[config.mk]
export PLATFORM = sky130hd
export DESIGN_NAME = zbt_arbiter_f
export DESIGN_NICKNAME = d
export VERILOG_FILES = /design/src/rtl/zbt_arbiter_f_pkg.sv /design/src/rtl/zbt_rr_arb2.sv /design/src/rtl/zbt_arbiter_f.sv
export SDC_FILE = /design/constraint.sdc
export NUM_CORES = 1
export LEC_CHECK = 0
export BUFFER_PORTS_ARGS = -buffer_cell sky130_fd_sc_hd__buf_2
export CAP_MARGIN = 25
export CORE_ASPECT_RATIO = 0.9
export CORE_UTILIZATION = 51
export DETAILED_ROUTE_END_ITERATION = 12
export PLACE_DENSITY_LB_ADDON = 0.3
export SYNTH_ARGS = -nofsm -noshare
export SYNTH_HDL_FRONTEND = slang
export SYNTH_SLANG_ARGS = --single-unit
[constraint.sdc]
create_clock -name fpga_clk -period 2.25 [get_ports fpga_clk]
set_input_delay 0.3375 -clock fpga_clk [delete_from_list [all_inputs] [get_ports fpga_clk]]
set_output_delay 0.3375 -clock fpga_clk [all_outputs]
set_load 0.03 [all_outputs]
[src/rtl/zbt_arbiter_f_pkg.sv]
// Shared constants and types for the ZBT arbiter/sequencer slice.
package zbt_arbiter_f_pkg;

    localparam int ZBT_DATA_BITS = 36;
    localparam int ZBT_ADDR_BITS = 19;
    localparam int ZBT_READ_LAT  = 4;

    // Requester identity carried alongside each access through the read pipe
    typedef enum logic {
        OWNER_A = 1'b0,
        OWNER_B = 1'b1
    } owner_e;

    // One read-return tag: valid marks a read slot, owner picks the rvalid line
    typedef struct packed {
        logic   valid;
        owner_e owner;
    } tag_t;

endpackage

[src/rtl/zbt_rr_arb2.sv]
// Two-way round-robin arbiter: combinational grant, one pointer flop.
module zbt_rr_arb2
    import zbt_arbiter_f_pkg::*;
(
    input  logic       fpga_clk,
    input  logic       reset_n,
    input  logic [1:0] req,
    output logic [1:0] gnt
);

    // Requester that wins when both ask in the same cycle
    owner_e prio;

    // Grant selection; nothing is granted while reset is asserted
    always_comb begin
        gnt = '0;
        if (reset_n) begin
            if (req == 2'b11) begin
                gnt = (prio == OWNER_B) ? 2'b10 : 2'b01;
            end else begin
                gnt = req;
            end
        end
    end

    // Hand priority to the requester that was not just served
    always_ff @(posedge fpga_clk or negedge reset_n) begin
        if (!reset_n) begin
            prio <= OWNER_A;
        end else if (gnt[0]) begin
            prio <= OWNER_B;
        end else if (gnt[1]) begin
            prio <= OWNER_A;
        end
    end

endmodule

[src/rtl/zbt_arbiter_f.sv]
// Two-requester arbiter/sequencer in front of the flow-through ZBT datapath
// stage: issues one SRAM access per cycle and routes read data back.
module zbt_arbiter_f
    import zbt_arbiter_f_pkg::*;
#(
    parameter int DATA_BITS = ZBT_DATA_BITS,
    parameter int ADDR_BITS = ZBT_ADDR_BITS,
    parameter int READ_LAT  = ZBT_READ_LAT
) (
    input  logic                 fpga_clk,
    input  logic                 reset_n,
    input  logic                 a_req,
    input  logic                 a_rw_n,
    input  logic [ADDR_BITS-1:0] a_addr,
    input  logic [DATA_BITS-1:0] a_wdata,
    input  logic                 b_req,
    input  logic                 b_rw_n,
    input  logic [ADDR_BITS-1:0] b_addr,
    input  logic [DATA_BITS-1:0] b_wdata,
    output logic                 a_gnt,
    output logic                 b_gnt,
    output logic                 a_rvalid,
    output logic                 b_rvalid,
    output logic [DATA_BITS-1:0] rdata,
    output logic [ADDR_BITS-1:0] sram_addr,
    output logic                 sram_adv_ld_n,
    output logic                 sram_we_n,
    output logic                 sram_ce_n,
    output logic                 ui_rw_n,
    output logic [DATA_BITS-1:0] ui_write_data,
    input  logic [DATA_BITS-1:0] ui_read_data
);

    localparam int PIPE_LEN = READ_LAT - 1;

    logic [1:0]           gnt_vec;
    logic                 gnt_any;
    logic                 sel_rw_n;
    logic [ADDR_BITS-1:0] sel_addr;
    logic [DATA_BITS-1:0] sel_wdata;
    owner_e               sel_owner;

    logic                 wr_q;
    logic [DATA_BITS-1:0] wdata_q;

    // The rvalid/rdata register is the final stage of the READ_LAT-deep tag
    // pipe, so only READ_LAT-1 stages live in this array.
    tag_t                 tag_pipe [PIPE_LEN];

    zbt_rr_arb2 u_arb (
        .fpga_clk (fpga_clk),
        .reset_n  (reset_n),
        .req      ({b_req, a_req}),
        .gnt      (gnt_vec)
    );

    assign a_gnt   = gnt_vec[0];
    assign b_gnt   = gnt_vec[1];
    assign gnt_any = |gnt_vec;

    // Mux the winning requester's command fields
    always_comb begin
        sel_rw_n  = a_rw_n;
        sel_addr  = a_addr;
        sel_wdata = a_wdata;
        sel_owner = OWNER_A;
        if (gnt_vec[1]) begin
            sel_rw_n  = b_rw_n;
            sel_addr  = b_addr;
            sel_wdata = b_wdata;
            sel_owner = OWNER_B;
        end
    end

    // SRAM command pins: load the granted access, otherwise deselect
    always_ff @(posedge fpga_clk or negedge reset_n) begin
        if (!reset_n) begin
            sram_ce_n     <= 1'b1;
            sram_adv_ld_n <= 1'b1;
            sram_we_n     <= 1'b1;
            sram_addr     <= '0;
        end else if (gnt_any) begin
            sram_ce_n     <= 1'b0;
            sram_adv_ld_n <= 1'b0;
            sram_we_n     <= sel_rw_n;
            sram_addr     <= sel_addr;
        end else begin
            sram_ce_n     <= 1'b1;
            sram_adv_ld_n <= 1'b1;
            sram_we_n     <= 1'b1;
        end
    end

    // Write data delayed two cycles so it trails the address by one after
    // the datapath stage adds its own register
    always_ff @(posedge fpga_clk or negedge reset_n) begin
        if (!reset_n) begin
            wr_q          <= 1'b0;
            wdata_q       <= '0;
            ui_rw_n       <= 1'b1;
            ui_write_data <= '0;
        end else begin
            wr_q    <= gnt_any & ~sel_rw_n;
            ui_rw_n <= ~wr_q;
            if (gnt_any && !sel_rw_n) begin
                wdata_q <= sel_wdata;
            end
            if (wr_q) begin
                ui_write_data <= wdata_q;
            end
        end
    end

    // Tag pipe: one {valid, owner} entry per cycle, valid only for reads
    always_ff @(posedge fpga_clk or negedge reset_n) begin
        if (!reset_n) begin
            for (int unsigned i = 0; i < PIPE_LEN; i++) begin
                tag_pipe[i] <= '0;
            end
        end else begin
            tag_pipe[0].valid <= gnt_any & sel_rw_n;
            tag_pipe[0].owner <= sel_owner;
            for (int unsigned i = 1; i < PIPE_LEN; i++) begin
                tag_pipe[i] <= tag_pipe[i-1];
            end
        end
    end

    // Return stage: capture read data and pulse the owner's rvalid
    always_ff @(posedge fpga_clk or negedge reset_n) begin
        if (!reset_n) begin
            a_rvalid <= 1'b0;
            b_rvalid <= 1'b0;
            rdata    <= '0;
        end else begin
            a_rvalid <= tag_pipe[PIPE_LEN-1].valid && (tag_pipe[PIPE_LEN-1].owner == OWNER_A);
            b_rvalid <= tag_pipe[PIPE_LEN-1].valid && (tag_pipe[PIPE_LEN-1].owner == OWNER_B);
            if (tag_pipe[PIPE_LEN-1].valid) begin
                rdata <= ui_read_data;
            end
        end
    end

endmodule

# Word-level counts from Yosys, hierarchy flattened
# Cells that the tools add are included.
# Widths: inputs -> output; s select.
# word_totals
in_bits	152
out_inout_bits	99
reg_bits	140
# classes
n_reduce_logical	6
mux	11
eq_ne	1
bitwise	5
# op_table
op	n
$mux 36	1
$mux 19	1
$mux 1	6
$mux 2	3
$logic_and 1x1->1	3
$not 1->1	3
$and 1x1->1	2
$eq 2x2->1 const B	1
$reduce_bool 2->1	1
$reduce_or 2->1	1
$logic_not 1->1	1

# Logic depth before layout (Yosys ltp)
# depth
word_depth	6
ltp_mapped	8
mapped_depth_nobuf	5

# By module
# From an unflattened synthesis, not the netlist that was laid out.
# unflattened
hier_cells	424
hier_area_um2	6095.8
# by_module_without_submodules
module	cells_per_inst	n_inst	area_per_inst_um2
zbt_arbiter_f	416	1	6034.5
zbt_rr_arb2	8	1	61.3

# Worst setup path before layout
# OpenSTA, ideal clock, no wires.
# synth_path
path_type	reg-to-output
startpoint	register u_arb.prio
endpoint	output port b_gnt
arrival_time_ps	1241
path_stages_with_launch	7
setup_slack_ps	671
path_buffers	3
cell_sequence	dfrtp_1 nand2b_1 nand3_2 buf_6 buf_12 buf_4 inv_1
# synth_via
elab_chain_cells	3
# synth_rtl
item	line_no	text
start, declared	zbt_rr_arb2.sv:12	owner_e prio;
start signal, assigned	zbt_rr_arb2.sv:29	prio <= OWNER_A;
start signal, assigned	zbt_rr_arb2.sv:31	prio <= OWNER_B;
start signal, assigned	zbt_rr_arb2.sv:33	prio <= OWNER_A;
$mux 2	zbt_rr_arb2.sv:19	gnt = (prio == OWNER_B) ? 2'b10 : 2'b01;
$mux 2	zbt_rr_arb2.sv:18	if (req == 2'b11) begin
$mux 2	zbt_rr_arb2.sv:17	if (reset_n) begin
end, declared	zbt_arbiter_f.sv:21	output logic b_gnt,
# Every way passes these cells.

# Worst setup path in the final report
# layout_path
startpoint	input port reset_n
endpoint	output port b_gnt
# layout_via
elab_chain_cells	1
# layout_rtl
item	line_no	text
start, declared	zbt_arbiter_f.sv:11	input logic reset_n,
$mux 2	zbt_rr_arb2.sv:17	
# Every way passes these cells.

==> results.sh <==
export IMPL_nFillCells=773
export IMPL_gp_congestion=0.727
export IMPL_ios=251
export IMPL_wl_per_cell_um=15.3
export IMPL_gr_usage_met1_pct=26.0
export IMPL_portBuffers=250
export IMPL_crit_type="input pin to output pin"
export IMPL_ys_warn_count=0
export IMPL_yosysMostFrequentCell="dfrtp_1"
export IMPL_holdWs_ns=0.161
export IMPL_ir_drop_v=0.000519
export IMPL_tns_ns=0
export IMPL_synthMuxAreaShare_pct=32.8
export IMPL_syn_area_um2=5830
export IMPL_yosys_area_top_type="dfrtp_1"
export IMPL_path_clk_slew_ns=0.06
export IMPL_first_global_vias=3786
export IMPL_crit_family="buffers and inverters"
export IMPL_path_cells="dlygate4sd3_1, buf_6, nand3_4, buf_4, inv_1, buf_2"
export IMPL_yosys_area_share_simple_pct=2.04
export IMPL_syn_num_nets=533
export IMPL_setup_viol=0
export IMPL_fmax_mhz=482
export IMPL_root_buffer="clkbuf_16"
export IMPL_final_nets=790
export IMPL_crit_buf_inv=5
export IMPL_dr_pass1_iters=4
export IMPL_cts_buffers=17
export IMPL_syn_inst=381
export IMPL_die_x_um=115
export IMPL_num_rows=36
export IMPL_synthFlopType="dfrtp_1"
export IMPL_synth_top_area_share_pct=58.8
export IMPL_dieArea_um2=11900
export IMPL_drt_iter0_markers=95
export IMPL_grt_usage_pct=21.4
export IMPL_antenna_found_initial=0
export IMPL_multi_input_area_um2=2170
export IMPL_finClkSkew_ns=0.00686
export IMPL_ys_top_cells_by_area="dfrtp_1 (59%), mux2_2 (23%), mux2_4 (6.9%)"
export IMPL_synth_edf_count=0
export IMPL_period_minus_slack_ns=2.07
export IMPL_synth_async_reset_ratio_pct=100
export IMPL_worstPathRequired_ns=1.91
export IMPL_clk_path_buf_depth=2
export IMPL_hold_path_class="input pin to register"
export IMPL_hold_violations=0
export IMPL_synth_top_family_by_area="multiplexers"
export IMPL_dp_final_hpwl_um=8870
export IMPL_syn_avg_cell_area_um2=15.3
export IMPL_synth_compound_area_share_pct=2.10
export IMPL_htreeDepth=4
export IMPL_crit_path_end_kind="output pin"
export IMPL_viasPerCell=4.87
export IMPL_rsz0062_at_grt="no"
export IMPL_status="finished, final reports clean"
export IMPL_ys_seq_area_share_pct=60.1
export IMPL_cts_resized=0
export IMPL_totalWireLength_um=12300
export IMPL_drc=0
export IMPL_grt_use_met2_pct=36.5
export IMPL_coreArea_um2=11000
export IMPL_leakagePower_nw=4.06
export IMPL_worst_path_max_fanout=19
export IMPL_arrival_ns=1.74
export IMPL_finalCritPeriodShare_pct=92.2
export IMPL_clock_sinks=140
export IMPL_drv_slew=0
export IMPL_synth_fa_ha_area_share_pct=0
export IMPL_worst_slew_pin_slew_ns=0.631
export IMPL_grt_pass1_wl_um=18800
export IMPL_start_util_pct=53.1
export IMPL_cts_tree="built"
export IMPL_start_kind="input pin"
export IMPL_fp_dieH_um=103
export IMPL_synth_commonest_cells="dfrtp_1 (137), mux2_2 (117), mux2_4 (27), nand2_1 (23), mux2i_1 (19)"
export IMPL_seq_area_um2=3510
export IMPL_grt_use_met3_pct=7.05
export IMPL_relSlewSlack_pct=58.0
export IMPL_cap_violations=0
export IMPL_clk_latency_ns=0.41
export IMPL_top_usage_layer="met2"
export IMPL_slowest_stage="dlygate4sd3_1"
export IMPL_grt_max_degree=84
export IMPL_synth_distinct_cells=23
export IMPL_ant_nets=0
export IMPL_cp_slowest_stage_delay_ns=0.58
export IMPL_synth_seq_cells=140
export IMPL_diodes=0
export IMPL_cts_setup_buffers=0
export IMPL_p_per_area_nw_per_um2=1180
export IMPL_vias=3914
export IMPL_grt_remaining_overflow=0
export IMPL_drive_above_1_share_pct=67.7
export IMPL_syn_to_final_growth_pct=36.0
export IMPL_synth_xor_area_share_pct=0
## power by group
group	leakage, nW	switching (mW)	internal [mW]
Sequential	1.67	0.338	3.19
Clock	0.331	1.01	2.17
Combinational	2.06	1.61	1.06
Total	4.06	2.96	6.42
## metal layers
layer | share of wire [%] | up-vias | wire (um)
met5 | 0 | - | 0
met1 | 41 | 1877 | 5040
li1 | - | 1864 | -
met4 | 0.93 | 0 | 114
met3 | 7.1 | 14 | 870
met2 | 51 | 159 | 6300
## layout make-up
cell class              instances  area share [%]
inverters                       4           0.189
flip-flops and latches        140            44.2
clock inverters                10            2.65
well taps                     152            2.40
repair buffers                261            17.2
clock buffers                  22            5.98
multi-input cells             214            27.3
## metrics by stage
stage | power [mW] | util [%] | area [um^2] | setup WS [ns] | cells
floorplan | 5.33 | - | 5830 | 0.671 | 381
global placement | 6.16 | 65.7 | 7220 | 0.425 | 769
detailed placement | 6.25 | 65.7 | 7220 | 0.363 | 769
CTS | 9.46 | 72.0 | 7910 | 0.153 | 802
global route | 9.80 | 72.2 | 7930 | 0.131 | 803
finish | 9.38 | 72.2 | 7930 | 0.176 | 803
## cells by family after synthesis
logic type	after synthesis
compound gates	23
buf+inv	27
mux	163
simple gates	28
flops	140
## cells in the final DEF (no fill, tap or decap), drive strengths merged
master / n
dlygate4sd3: 1
mux2: 144
and2: 1
clkinvlp: 1
dfrtp: 137
mux2i: 19
nor2: 1
bufinv: 6
o21ai: 20
dfstp: 3
a21o: 1
nor2b: 1
a21oi: 1
clkinv: 3
clkbuf: 22
o32a: 1
nand2b: 1
inv: 4
nand2: 23
buf: 260
nand3: 1
## state kept, by name, indices dropped and copies added, names as in the netlist
register	flops
rdata	36
ui_write_data	36
wdata_q	36
sram_addr	19
tag_pipe	6
a_rvalid	1
b_rvalid	1
sram_ce_n	1
sram_we_n	1
u_arb.prio	1
ui_rw_n	1
wr_q	1
## worst paths after layout
kind                                  start             to  slack, ns  depth (start not counted)
max in group asynchronous           reset_n    wdata_q[17]       0.97                          4
max reg2reg                      u_arb.prio   sram_addr[5]       0.38                          6
min                        ui_read_data[28]      rdata[28]       0.16                          2
max                                 reset_n          b_gnt       0.18                          6
min reg2reg                     tag_pipe[4]    tag_pipe[2]       0.34                          0
min in group asynchronous           reset_n  sram_addr[15]       0.36                          2
## timing repair
action                                  in CTS  in global routing
endpoints found under the hold margin        5                  0
hold buffers                                 1                  0
endpoints found under the setup margin       0                  0
No activity file was read; power rests on OpenSTA's default activity.
